==> src/rtl/led7_pkg.sv <==
// Shared definitions for the 7-segment encoder/decoder pair: active-low
// glyph table, blank pattern and the capture FSM state type.
package led7_pkg;

    typedef enum logic {
        S_SETTLE,
        S_HELD
    } state_t;

    localparam logic [6:0] SEG_BLANK = 7'h7F;

    // Index i holds the {g,f,e,d,c,b,a} active-low pattern for hex digit i.
    localparam logic [6:0] SEG_HEX [16] = '{
        7'h40, 7'h79, 7'h24, 7'h30, 7'h19, 7'h12, 7'h02, 7'h78,
        7'h00, 7'h10, 7'h08, 7'h03, 7'h46, 7'h21, 7'h06, 7'h0E
    };

endpackage

==> src/rtl/led7capture_if.sv <==
// Display bus seen by the capture block: pins in, decoded word out.
// master = display side / checker, slave = led7capture.
interface led7capture_if #(
    parameter int DIGITS = 4
);
    logic [DIGITS-1:0]   i_w_an;
    logic [7:0]          i_w_seg;
    logic [4*DIGITS-1:0] o_w_value;
    logic [DIGITS-1:0]   o_w_dp;
    logic                o_w_valid;
    logic                o_w_err;

    modport master (
        output i_w_an, i_w_seg,
        input  o_w_value, o_w_dp, o_w_valid, o_w_err
    );

    modport slave (
        input  i_w_an, i_w_seg,
        output o_w_value, o_w_dp, o_w_valid, o_w_err
    );
endinterface

==> src/rtl/led7deconv.sv <==
// Inverse hex glyph lookup: 7-bit active-low pattern -> nibble plus hit flag.
module led7deconv
    import led7_pkg::*;
(
    input  logic [6:0] pattern,
    output logic [3:0] nibble,
    output logic       hit
);

    always_comb begin
        // NOTE: every output gets a default before the search loop so that no
        // path leaves it unassigned; otherwise a latch would be inferred.
        nibble = 4'h0;
        hit    = 1'b0;
        for (int i = 0; i < 16; i++) begin
            if (pattern == SEG_HEX[i]) begin
                nibble = 4'(i);
                hit    = 1'b1;
            end
        end
    end

endmodule

==> src/rtl/led7capture.sv <==
// Multiplexed active-low 7-segment bus reader; emits the full decoded word
// once every digit has been captured. Define LED7CAPTURE_DP_EN to capture dp.
module led7capture
    import led7_pkg::*;
#(
    parameter int DIGITS        = 4,
    parameter int STABLE_CYCLES = 16
) (
    input  logic          i_w_clk,
    input  logic          i_w_reset,
    led7capture_if.slave  bus
);

    localparam int PW = DIGITS + 8;
    localparam int CW = $clog2(STABLE_CYCLES);

`ifdef LED7CAPTURE_DP_EN
    localparam logic [PW-1:0] CMP_MASK = '1;
`else
    localparam logic [PW-1:0] CMP_MASK = {{DIGITS{1'b1}}, 1'b0, 7'h7F};
`endif

    logic [PW-1:0]       samp;
    state_t              state;
    logic [CW-1:0]       cnt;
    logic [DIGITS-1:0]   mask;
    logic [4*DIGITS-1:0] shadow_val;
    logic [DIGITS-1:0]   shadow_dp;
    logic [4*DIGITS-1:0] value;
    logic [DIGITS-1:0]   dp_q;
    logic                valid;
    logic                err;

    logic [PW-1:0]       pins;
    logic                changed;
    logic                sample_fire;
    logic                frame_full;
    logic [DIGITS-1:0]   an_low;
    logic                dp_bit;
    logic [3:0]          dec_nibble;
    logic                dec_hit;

    logic [DIGITS-1:0]   mask_nx;
    logic [4*DIGITS-1:0] shadow_val_nx;
    logic [DIGITS-1:0]   shadow_dp_nx;
    logic                err_nx;

    // Comparing the incoming pins with the register makes the sample event
    // land on the edge that registers the pattern for the STABLE_CYCLES-th time.
    assign pins        = {bus.i_w_an, bus.i_w_seg};
    assign changed     = ((pins ^ samp) & CMP_MASK) != '0;
    assign sample_fire = (state == S_SETTLE) && !changed
                         && (cnt == CW'(STABLE_CYCLES - 2));
    assign frame_full  = &mask;
    assign an_low      = ~samp[PW-1:8];

`ifdef LED7CAPTURE_DP_EN
    assign dp_bit = ~samp[7];
`else
    assign dp_bit = 1'b0;
`endif

    led7deconv u_deconv (
        .pattern (samp[6:0]),
        .nibble  (dec_nibble),
        .hit     (dec_hit)
    );

    // A sample event lands on the mask after any frame-complete clear.
    always_comb begin
        mask_nx       = frame_full ? '0 : mask;
        shadow_val_nx = shadow_val;
        shadow_dp_nx  = shadow_dp;
        err_nx        = 1'b0;
        if (sample_fire && (an_low != '0)) begin
            if (!$onehot(an_low)) begin
                err_nx = 1'b1;
            end else begin
                for (int k = 0; k < DIGITS; k++) begin
                    if (an_low[k]) begin
                        if (dec_hit) begin
                            shadow_val_nx[4*k +: 4] = dec_nibble;
                            shadow_dp_nx[k]         = dp_bit;
                            mask_nx[k]              = 1'b1;
                        end else begin
                            err_nx     = 1'b1;
                            mask_nx[k] = 1'b0;
                        end
                    end
                end
            end
        end
    end

    always_ff @(posedge i_w_clk) begin
        if (i_w_reset) begin
            samp       <= '1;
            state      <= S_SETTLE;
            cnt        <= '0;
            mask       <= '0;
            // NOTE: the shadow word is reset too, so a partial frame can never
            // resurface in a word assembled after reset.
            shadow_val <= '0;
            shadow_dp  <= '0;
            value      <= '0;
            dp_q       <= '0;
            valid      <= 1'b0;
            err        <= 1'b0;
        end else begin
            // NOTE: non-blocking assignments only here, so every register
            // samples the pre-edge values regardless of statement order.
            samp <= pins;
            if (changed) begin
                state <= S_SETTLE;
                cnt   <= '0;
            end else if (state == S_SETTLE) begin
                cnt <= cnt + CW'(1);
                if (sample_fire) state <= S_HELD;
            end

            mask       <= mask_nx;
            shadow_val <= shadow_val_nx;
            shadow_dp  <= shadow_dp_nx;
            err        <= err_nx;
            valid      <= frame_full;
            if (frame_full) begin
                value <= shadow_val;
                dp_q  <= shadow_dp;
            end
        end
    end

    assign bus.o_w_value = value;
    assign bus.o_w_dp    = dp_q;
    assign bus.o_w_valid = valid;
    assign bus.o_w_err   = err;

endmodule

==> src/flat_wrapper.sv <==
// flat-port wrapper written by rule: the top's interface ports become plain ports
module led7capture_flat import led7_pkg::*;
#(
    parameter int DIGITS        = 4,
    parameter int STABLE_CYCLES = 16
)
  (i_w_clk, i_w_reset, bus_i_w_an, bus_i_w_seg, bus_o_w_value, bus_o_w_dp, bus_o_w_valid, bus_o_w_err);
  led7capture_if #(.DIGITS(DIGITS)) bus_i ();
  input  logic i_w_clk;
  input  logic i_w_reset;
  input wire logic [$bits(bus_i.i_w_an)-1:0] bus_i_w_an;
  input wire logic [$bits(bus_i.i_w_seg)-1:0] bus_i_w_seg;
  output wire logic [$bits(bus_i.o_w_value)-1:0] bus_o_w_value;
  output wire logic [$bits(bus_i.o_w_dp)-1:0] bus_o_w_dp;
  output wire logic [$bits(bus_i.o_w_valid)-1:0] bus_o_w_valid;
  output wire logic [$bits(bus_i.o_w_err)-1:0] bus_o_w_err;
  assign bus_i.i_w_an = bus_i_w_an;
  assign bus_i.i_w_seg = bus_i_w_seg;
  assign bus_o_w_value = bus_i.o_w_value;
  assign bus_o_w_dp = bus_i.o_w_dp;
  assign bus_o_w_valid = bus_i.o_w_valid;
  assign bus_o_w_err = bus_i.o_w_err;
  led7capture #(.DIGITS(DIGITS), .STABLE_CYCLES(STABLE_CYCLES)) u_core (.i_w_clk(i_w_clk), .i_w_reset(i_w_reset), .bus(bus_i));
endmodule
==> config.mk <==
export PLATFORM = sky130hd
export DESIGN_NAME = led7capture_flat
export DESIGN_NICKNAME = d
export VERILOG_FILES = /design/src/rtl/led7_pkg.sv /design/src/rtl/led7capture_if.sv /design/src/rtl/led7deconv.sv /design/src/rtl/led7capture.sv /design/src/flat_wrapper.sv
export SDC_FILE = /design/constraint.sdc
export NUM_CORES = 1
export LEC_CHECK = 0
export CAP_MARGIN = 20
export CORE_MARGIN = 2
export CORE_UTILIZATION = 57
export DETAILED_ROUTE_END_ITERATION = 12
export DONT_BUFFER_PORTS = 1
export GPL_ROUTABILITY_DRIVEN = 0
export GPL_TIMING_DRIVEN = 0
export MAX_ROUTING_LAYER = met4
export PLACE_DENSITY = 0.79
export SLEW_MARGIN = 30
export SYNTH_ARGS = -nofsm -noshare
export SYNTH_HDL_FRONTEND = slang
export SYNTH_HIERARCHICAL = 1
export SYNTH_SLANG_ARGS = --single-unit
export TNS_END_PERCENT = 30
==> constraint.sdc <==
create_clock -name i_w_clk -period 2.65 [get_ports i_w_clk]
set_input_delay 0.795 -clock i_w_clk [delete_from_list [all_inputs] [get_ports i_w_clk]]
set_output_delay 0.795 -clock i_w_clk [all_outputs]
set_load 0.1 [all_outputs]
==> results.ini <==
[run_status]
outcome=finished clean

[synthesis]
ys_ff_latch=54
ys_types=49
syn_inst=302
syn_area_per_cell_um2=8.99
yosysSeqAreaShare_pct=39.8
synthArstFlopShare_pct=0
ys.warnings.count=6
synth-edff-count=0
synth_area_mm2=0.00272
synth_ff_type=dfxtp_1

[route]
drt-vias-per-instance=5.84
ant_nets=0
firstDrtPassIters=4
drcViolationCount=0
num_vias=2154
dr.first_iter.drc_count=124
avgRoutedWirePerCell_um=15.6
drt-total-wl_um=5770

[grt]
grt_pass1_wl_um=9150
grt_pass1_vias=1987
grt_use_total_pct=22.8
grt_max_degree=19
antenna_found_initial=0
grt_overflow=0

[layout]
ff_latch_area_mm2=0.00109
nets=334
multi_input_area_mm2=0.00164
area_growth_pct=13.5
final_common_cell=dfxtp_1
diodes=0
drive_gt1_share_pct=18.7
filler_cell_count=373
final_cell_mix=dfxtp_1 (50), nand2_1 (39), nand2b_1 (25)

[timing]
layout_min_cycle_time_ns=2.58
finalClockSkew_ns=0.00866
finalHoldViolCount=0
worst_pin_slew_ns=0.973
slew_viol_final=0
relSlewSlack_pct=35.0
fmax_ghz=0.388
setup_tns_ns=0
period_share_pct=97.3
setup_viol=0

[clock_network]
clk_latency_ns=0.32
h-tree-depth=2
cts_sinks=54
cts_made_buffers=5
clockBufferDepth=2
cts_tree=built
root_buffer=clkbuf_8
cts_hold_buf=0
clkTransAtPathRegs_ns=0.11

[setup_path]
arrival_ns=2.79
worstPathRequired_ns=2.86
rr_startpoint=u_core/samp[8]
cp_slowest_stage_delay_ns=0.53
crit_fanout=5
startpoint_type=flip-flop
crit_path_end_kind=flip-flop
crit_buf_inv=2
cpMaxStageDelayCell=fa_1
reg2reg_setup_slack_ns=0.07
worstSetupPathType=flip-flop to flip-flop
timing.rr.end=u_core/shadow_val[3]
ff2ff_path_depth=9
critPathTopFamily=adder cells
crit_chain=fa_1 > inv_1 > ha_2 > ha_4 > or3b_4 > buf_8 > nor4_4 > nand4_2 > mux2i_1

[placed_design]
dp_hpwl_um=3940
port_buffers=0

[floorplanning]
die_w_um=73.0
pin_count=36
coreArea_mm2=0.00466
start_util_pct=58.3
die_area_mm2=0.00533
fp.dieH_um=73.0
placementRows=25

[power_and_ir_drop]
finalPower_uw=1620
irDropWorstVdd_v=0.000300
powerDensity_mw_per_mm2=527
p_leak_uw=0.00123

[worst_hold_path]
hold_path_class=flip-flop to flip-flop
hold_depth=2
hold_path.startpoint=u_core/shadow_val[2]
worstHoldEndpoint=u_core/bus.o_w_value[2]

[run]
drv_cap=0

## layer usage
layer  vias to the layer above  part of all wire [%]  GRT usage, %
met1                      1012                    44          28.2
met4                         0                   1.4          8.44
met2                        60                    50          36.4
met3                         9                   4.5          4.97
met5                         -                     0             -
li1                       1073                     -             -
## Yosys cell counts, types with 5 or more instances
cell type / count / area [um2]
mux2i_1: 20 / 200
inv_1: 7 / 26.3
or2_2: 11 / 68.8
xor2_1: 13 / 114
a21oi_1: 21 / 105
nand2_1: 39 / 146
nand2b_1: 25 / 156
dfxtp_1: 54 / 1080
nand4_1: 9 / 56.3
nand3_1: 5 / 25.0
nor3_1: 5 / 25.0
nor4_1: 12 / 75.1
clkbuf_1: 12 / 45.0
ha_1: 5 / 62.6
nor2_1: 9 / 33.8
## state kept, by name, summed over array words and instances (netlist names)
| register | flops |
|---|---|
| u_core/bus.o_w_value | 16 |
| u_core/shadow_val | 16 |
| u_core/samp | 11 |
| u_core/cnt | 4 |
| u_core/mask | 4 |
| u_core/bus.o_w_err | 1 |
| u_core/bus.o_w_valid | 1 |
| u_core/state | 1 |
## worst min-delay path, delay by kind of cell, from the launching register on
kind | cells | cell delay (ns)
AO/OA/AOI/OAI | 1 | 0.05
AND/OR/NAND/NOR | 1 | 0.05
flip-flops | 1 | 0.32
## worst max-delay path by stage
stage                   start                   end  cells past startpoint
3_3_place_gp   u_core/samp[8]  u_core/shadow_val[6]                      9
6_report       u_core/samp[8]  u_core/shadow_val[3]                      9
4_1_cts        u_core/samp[8]  u_core/shadow_val[6]                      9
5_1_grt        u_core/samp[8]  u_core/shadow_val[0]                      9
3_5_place_dp   u_core/samp[8]  u_core/shadow_val[6]                      9
2_1_floorplan  u_core/samp[8]  u_core/shadow_val[0]                      9
## cells by family after synthesis
family                     synth area share, %
muxes                                     7.37
buffers and inverters                     5.02
DFF                                       39.8
adders and majority gates                 3.04
other                                    0.138
xor gates and xnor gates                  5.16
AOI/OAI and AO/OA                         9.45
and+or+nand+nor                           30.0
## report_power, final
part / leakage, uW / internal, uW / switching (uW)
Sequential: 0.000438 / 820 / 15.0
Clock: 0.0000563 / 288 / 296
Combinational: 0.000732 / 73.0 / 132
## cell type report
class | instances | share of cell area, %
timing repair buffer | 2 | 0.609
multi-input combinational | 222 | 53.2
tap | 54 | 2.19
inverter | 7 | 0.852
buffer | 22 | 3.98
clock buffer | 5 | 2.23
clock inverter | 3 | 1.58
sequential | 54 | 35.4
## repair_timing
item | in CTS | in global routing
resized for setup | 13 | 19
gates cloned | 1 | 0
pin swaps | 1 | 3
endpoints found under the setup margin | 16 | 20
buffers inserted | 2 | 0
## stage by stage
stage                     utilization [%]  area [um2]  setup slack (ns)  cells  hold slack [ns]
final                                66.1        3080            0.0723    369            0.462
after global placement               59.9        2790            -0.136    359            0.443
after global routing                 66.1        3080          -0.00675    369            0.491
after CTS                            64.1        2990          -0.00137    370            0.463
after detailed placement             59.9        2790            -0.192    359            0.449
after floorplan                         -        2730            0.0328    305            0.432
(Power assumes the default switching activity.)
